<file path="src/rtl/picosoc_bus_arbiter.sv">
// Two-master round-robin arbiter for the picorv32 native memory interface.
//
// One transaction is in flight at a time, and the grant is held until that
// transaction completes. A watchdog force-completes a transaction when the
// slave does not answer within TIMEOUT cycles.
//
// Ports:
//   clk, reset              clock; synchronous active-high reset
//   m0_* / m1_*             master ports (valid/ready/addr/wdata/wstrb/rdata)
//   s_*                     shared slave port towards the SoC address decode
//   grant                   current owner, or the last owner while idle (0 = m0)
//   timeout_err             sticky flag, set when a watchdog timeout occurs
//   err_master              owner of the most recent timed-out transaction
//   err_clr                 clears timeout_err; a timeout in the same cycle wins
module picosoc_bus_arbiter #(
  parameter int unsigned TIMEOUT   = 255,
  parameter logic [31:0] ERR_RDATA = 32'hDEAD_BEEF
) (
  input  logic        clk,
  input  logic        reset,

  input  logic        m0_valid,
  output logic        m0_ready,
  input  logic [31:0] m0_addr,
  input  logic [31:0] m0_wdata,
  input  logic [3:0]  m0_wstrb,
  output logic [31:0] m0_rdata,

  input  logic        m1_valid,
  output logic        m1_ready,
  input  logic [31:0] m1_addr,
  input  logic [31:0] m1_wdata,
  input  logic [3:0]  m1_wstrb,
  output logic [31:0] m1_rdata,

  output logic        s_valid,
  input  logic        s_ready,
  output logic [31:0] s_addr,
  output logic [31:0] s_wdata,
  output logic [3:0]  s_wstrb,
  input  logic [31:0] s_rdata,

  output logic        grant,
  output logic        timeout_err,
  output logic        err_master,
  input  logic        err_clr
);

  localparam bit          WdogEn  = (TIMEOUT != 0);
  // Counter value seen in the last BUSY cycle the slave is allowed.
  localparam logic [15:0] CntLast = WdogEn ? 16'(TIMEOUT - 1) : 16'd0;

  typedef enum logic [0:0] {StIdle, StBusy} state_e;

  state_e      state_q, state_d;
  logic        grant_q, grant_d;
  logic        prio_q, prio_d;      // 0 favours m0, 1 favours m1
  logic [15:0] cnt_q, cnt_d;
  logic        timeout_err_q, timeout_err_d;
  logic        err_master_q, err_master_d;

  logic        done;
  logic [31:0] rsp_data;

  // Payload mux follows the registered grant only.
  assign s_addr  = grant_q ? m1_addr  : m0_addr;
  assign s_wdata = grant_q ? m1_wdata : m0_wdata;
  assign s_wstrb = grant_q ? m1_wstrb : m0_wstrb;

  assign grant       = grant_q;
  assign timeout_err = timeout_err_q;
  assign err_master  = err_master_q;

  always_comb begin
    state_d       = state_q;
    grant_d       = grant_q;
    prio_d        = prio_q;
    cnt_d         = cnt_q;
    timeout_err_d = timeout_err_q & ~err_clr;
    err_master_d  = err_master_q;
    s_valid       = 1'b0;
    done          = 1'b0;
    rsp_data      = s_rdata;

    unique case (state_q)
      StIdle: begin
        cnt_d = '0;
        if (m0_valid && m1_valid) begin
          grant_d = prio_q;
          state_d = StBusy;
        end else if (m0_valid) begin
          grant_d = 1'b0;
          state_d = StBusy;
        end else if (m1_valid) begin
          grant_d = 1'b1;
          state_d = StBusy;
        end
      end
      StBusy: begin
        s_valid = 1'b1;
        if (s_ready) begin
          // A real response in the last allowed cycle beats the watchdog.
          done = 1'b1;
        end else if (WdogEn && (cnt_q == CntLast)) begin
          done          = 1'b1;
          rsp_data      = ERR_RDATA;
          timeout_err_d = 1'b1;
          err_master_d  = grant_q;
        end else begin
          cnt_d = cnt_q + 16'd1;
        end
        if (done) begin
          state_d = StIdle;
          prio_d  = ~grant_q;
        end
      end
    endcase
  end

  // Ready and read data towards the masters; suppressed while reset is held
  // so an abandoned transaction never produces a completion pulse.
  always_comb begin
    m0_ready = 1'b0;
    m1_ready = 1'b0;
    m0_rdata = '0;
    m1_rdata = '0;
    if (done && !reset) begin
      if (grant_q) begin
        m1_ready = 1'b1;
        m1_rdata = rsp_data;
      end else begin
        m0_ready = 1'b1;
        m0_rdata = rsp_data;
      end
    end
  end

  always_ff @(posedge clk) begin
    if (reset) begin
      state_q       <= StIdle;
      grant_q       <= 1'b0;
      prio_q        <= 1'b0;
      cnt_q         <= '0;
      timeout_err_q <= 1'b0;
      err_master_q  <= 1'b0;
    end else begin
      state_q       <= state_d;
      grant_q       <= grant_d;
      prio_q        <= prio_d;
      cnt_q         <= cnt_d;
      timeout_err_q <= timeout_err_d;
      err_master_q  <= err_master_d;
    end
  end

endmodule

</file>
<file path="config.mk">
export PLATFORM = sky130hd
export DESIGN_NAME = picosoc_bus_arbiter
export DESIGN_NICKNAME = d
export VERILOG_FILES = /design/src/rtl/picosoc_bus_arbiter.sv
export SDC_FILE = /design/constraint.sdc
export NUM_CORES = 1
export LEC_CHECK = 0
export ABC_AREA = 1
export CORE_AREA = 2 2 121 123
export CTS_BUF_LIST = sky130_fd_sc_hd__clkbuf_8
export CTS_CLUSTER_SIZE = 24
export DETAILED_ROUTE_END_ITERATION = 7
export DIE_AREA = 0 0 123 125
export PLACE_DENSITY = 0.66
export SYNTH_ARGS = -nofsm -noshare
export SYNTH_HDL_FRONTEND = slang
export SYNTH_SLANG_ARGS = --single-unit
</file>
<file path="constraint.sdc">
create_clock -name clk -period 2 [get_ports clk]
set_input_delay 0.2 -clock clk [delete_from_list [all_inputs] [get_ports clk]]
set_output_delay 0.2 -clock clk [all_outputs]
set_load 0.03 [all_outputs]
</file>
; ---- Word-level counts from Yosys, hierarchy flattened
; Cells that the tools add are included.
[word_totals]
register_bits = 21
wordCells = 56
[classes]
n_reduce_logical = 8
n_eq_ne = 3
n_addsub = 1
n_mux = 33
bitwise_logic = 5
[ops]
columns = cell, n
row1 = 32-bit two-way mux, 9
row2 = 16-bit two-way mux, 2
row3 = 16-bit case mux with 2 select lines, 1
row4 = 1-bit two-way mux, 19
row5 = 16-bit by 1-bit adder with 16-bit output (second input constant), 1
row6 = 16-bit by 8-bit == test with 1-bit output (second input constant), 1
row7 = 2-bit AND reduction, 3
row8 = 4-bit two-way mux, 1
row9 = 2-bit != test (second input constant), 2
row10 = 1-bit inverter, 4
row11 = 3-bit AND reduction, 1
row12 = 3-bit nonzero test, 1
row13 = 1-bit logical AND, 2
row14 = 1-bit case mux with 2 select lines, 1
row15 = 1-bit bitwise AND, 1
row16 = 1-bit zero test, 1

; ---- Depth between registers and ports, before layout
[depth]
ltp_word = 7
depth_mapped = 10

; ---- Least setup slack after synthesis
; Ideal clock, no wire load.
[synth_path]
path_kind = flip-flop to output port
from = register state_q
to = output port m0_rdata[10]
path_slack_ns = 0.074
path_stages_with_launch = 6
arrival_ns = 1.726
cell_sequence = dfxtp_1 inv_1 nor2_2 nand3_4 buf_6 nor2_1
[synth_between]
elab_chain_cells = 3
word_cells_on_any_way = 5
classes_between = mux (4) / reduce/logical (1)
[synth_rtl]
columns = item, line
row1 = from (decl), 55  ; state_e state_q, state_d;
row2 = from (signal assigned), 140  ; state_q <= StIdle;
row3 = from (signal assigned), 147  ; state_q <= state_d;
row4 = 32-bit two-way mux or 1-bit two-way mux (tied branches), 85  ; unique case (state_q)
row5 = 32-bit two-way mux or 1-bit logical AND (tied branches), "128, 127"
row6 = 32-bit two-way mux *, 127  ; if (done && !reset) begin
row7 = to (decl), 27  ; output logic [31:0] m0_rdata,
; Mark *: on every way between the ends. The rest lies on a longest branch, timed or not.

; ---- Final worst setup path
[layout_path]
from = register cnt_q[0]
to = output port m1_rdata[15]
[layout_between]
elab_chain_cells = 7
word_cells_on_any_way = 11
classes_between = eq/ne (1) / mux (9) / reduce/logical (1)
[layout_rtl]
columns = item, line
row1 = from (decl), 58  ; logic [15:0] cnt_q, cnt_d;
row2 = from (signal assigned), 150  ; cnt_q <= cnt_d;
row3 = 16-bit by 8-bit == test with 1-bit output *, 104  ; end else if (WdogEn && (cnt_q == CntLast)) begin
row4 = 1-bit two-way mux, 104
row5 = 1-bit two-way mux, 101  ; if (s_ready) begin
row6 = 1-bit two-way mux (2 in a row), 85
row7 = 1-bit logical AND, 127
row8 = 32-bit two-way mux *, 127
row9 = to (decl), 34  ; output logic [31:0] m1_rdata,
; Mark *: on every way between the ends. The rest lies on a longest branch, timed or not. The select of a mux whose other input is x is not followed.

==> flow_summary.yaml <==
run_status:
  status: "finished with violations"
  violations: "setup timing"
sta:
  relSlewSlack: 0.760
  fin_crit_ns: 2.11
  fin_ws_ns: -0.114
  setup_violations: 28
  worstMarginPinSlew_ns: 0.359
  hold_ws_ns: 0.461
  hold_viol_final: 0
  fmax_ghz: 0.473
  slew_viol_final: 0
  min_period_over_period: 1.06
  rsz0062_at_grt: "true"
  clock-skew-final_ns: 0.00270
routing:
  vias_per_cell: 4.13
  drcViolationCount: 0
  routedWlPerCell_um: 14.7
  final_antenna_net_count: 0
  firstDrtPassIters: 5
  wl_mm: 15.7
  first_iter_violations: 122
  detailroute.via_count: 4435
global_routing:
  antenna_found_initial: 1
  grt_pass1_vias: 4087
  grt.total_usage: 0.189
  grt_pass1_wl_mm: 22.4
  grt_overflow_total: 0
  grt_max_degree: 33
synth:
  synth.ff_latch_count: 21
  netlist.area_leader.share: 0.390
  synth_nets: 748
  synthesis.area_mm2: 0.00272
  syn_inst: 572
  yosysWarnings: 0
  synth.distinct_cells: 25
  yosys-top-cells-area: "nand2_1 (39%), dfxtp_1 (15%), nor2_1 (15%)"
  avgSynthCellArea_um2: 4.75
  seq_area_frac_synth: 0.155
  yosys.area.top_type: "nand2_1"
cells_and_area:
  layout-drive-gt1-share: 0.278
  final_cell_count_no_fill: 1073
  fin_nets: 1066
  areaGrowthSynthToFinish_pct: 147
  utilization: 0.471
  antennaDiodeCount: 0
clock_network:
  clk_pin_slew_ns: 0.08
  clk_path_buf_depth: 2
  htreeDepth: 1
  cts_tree: "yes"
  clock_sinks: 21
  numCtsBuffers: 3
  insertion_delay_ns: 0.27
  clock-root-buffer: "clkbuf_8"
job:
  max-cap-violations: 0
power_and_ir_drop:
  p_per_area_mw_per_mm2: 322
  power.total_uw: 2160
  irDropWorstVdd_mv: 0.182
  p_leak_uw: 0.00335
worst_setup_path:
  crit_family: "simple AND/OR/NAND/NOR gates"
  path_class: "flip-flop to primary output"
  arrival_ns: 1.91
  cpMostUsedCell: "nand2_4"
  crit_path_max_fanout: 6
  cp_slowest_cell: "dfxtp_2"
  crit_required_ns: 1.80
  start_kind: "flip-flop"
  slowest_delay_ns: 0.33
  critPathCaptureType: "primary output"
  path_buf_inv: 3
  crit_chain: "inv_2 > ha_4 > nand2_4 > nor2_4 > nand2_2 > nand2_4 > nand3_4 > clkbuf_16 > nor2_1 > buf_4"
placed_design:
  hpwl_mm: 12.6
  dp_slack_ns: 0.146
  globalplace.congestion: 0.972
  portBuffers: 311
  dp_cells: 1058
floorplan:
  num_io_pins: 312
  dieArea_mm2: 0.0154
  num_rows: 44
  start_util: 0.191
  dieWidth_um: 123
  core_mm2: 0.0142
  die_height_um: 125
hold_path:
  hold_path_class: "flip-flop to flip-flop"
==> cells in the final DEF, fill, tap and decap left out, types with 2 or more instances in the layout <==
master,instances
a21oi_1,5
buf_12,27
buf_16,2
buf_4,80
buf_6,39
clkbuf_8,3
clkdlybuf4s50_1,186
dfxtp_1,8
dfxtp_2,13
dlymetal6s2s_1,6
inv_1,66
inv_2,15
nand2_1,265
nand2_2,17
nand2_4,2
nand3_1,11
nand3_4,2
nand3b_1,2
nand4_1,8
nor2_1,72
nor2_2,21
nor2_4,21
o21ai_0,4
o21bai_1,5
==> power breakdown <==
part           total, uW  switching (uW)  leakage (uW)  internal [uW]
Combinational       1430             720       0.00315            709
Clock                298             158     0.0000255            140
Sequential           432            7.76      0.000176            424
==> registers in the layout (all words and copies together), names as in the netlist <==
register     cells
err_master       1
state_q          1
grant            1
timeout_err      1
cnt_q           16
prio_q           1
==> layer usage <==
layer,part of all wire,track usage
met1,0.38,0.218
met2,0.53,0.351
met3,0.079,0.0411
met4,0.016,0.0381
met5,0.00083,0
==> per-stage QoR <==
step                      instance area, um^2  setup TNS (ns)
after floorplan                          2720               0
after global placement                   6060               0
after detailed placement                 6060               0
after CTS                                6360          -0.202
after global routing                     6700           -6.80
final                                    6700          -0.888
==> cell usage after synthesis <==
library cell and count:
buf_2 7, or2_2 1, a21oi_1 5, inv_1 76, ha_1 2, o211ai_1 1
nand2_4 1, buf_1 2, buf_6 9, nand2_1 282, o21ai_1 1, nand3_1 11
nand2_2 1, o21ai_0 4, nand3b_1 2, dfxtp_1 21, inv_2 4, nor2_1 111
o21bai_1 5, nand4_2 1, clkinv_1 2, nand3_4 2, clkbuf_1 10, nor2_2 3
nand4_1 8
==> path summary, 6_finish.rpt <==
check	from	end	slack, ns	cells after the start
max	cnt_q[0]	m1_rdata[15]	-0.11	10
min	timeout_err	timeout_err	0.46	2
max reg2reg	cnt_q[0]	cnt_q[12]	0.39	10
min reg2reg	timeout_err	timeout_err	0.46	2
==> cells by family (layout without fill, tap and decap cells) <==
| logic type | Yosys count | in the layout | synth area share |
|---|---|---|---|
| AOI/OAI and AO/OA | 16 | 16 | 0.0350 |
| adders and majority gates | 2 | 2 | 0.00922 |
| DFF | 21 | 21 | 0.155 |
| and+or+nand+nor | 423 | 423 | 0.621 |
| buffers and inverters | 110 | 427 | 0.180 |
==> layout make-up <==
| class | instances | area (um^2) |
|---|---|---|
| inverters | 82 | 308 |
| flip-flops and latches | 21 | 437 |
| repair buffers | 341 | 3600 |
| well taps | 184 | 230 |
| clock inverters | 1 | 5.00 |
| clock buffers | 3 | 41.3 |
| multi-input cells | 441 | 2080 |
| fillers | 1448 | 7510 |
==> tightest hold or removal path: cells and delay by family, from the launching register on <==
kind	cells	cell delay [ns]
DFF	1	0.31
and+or+nand+nor	1	0.06
AOI/OAI and AO/OA	1	0.05
==> timing repair <==
action,4_1_cts,5_1_grt
buffers inserted,5,2
pin swaps,2,13
hold buffers,0,0
endpoints found under the setup margin,64,71
gates resized for setup,53,98
cloned,3,1
Note: power is estimated with default switching activity, not from simulation.
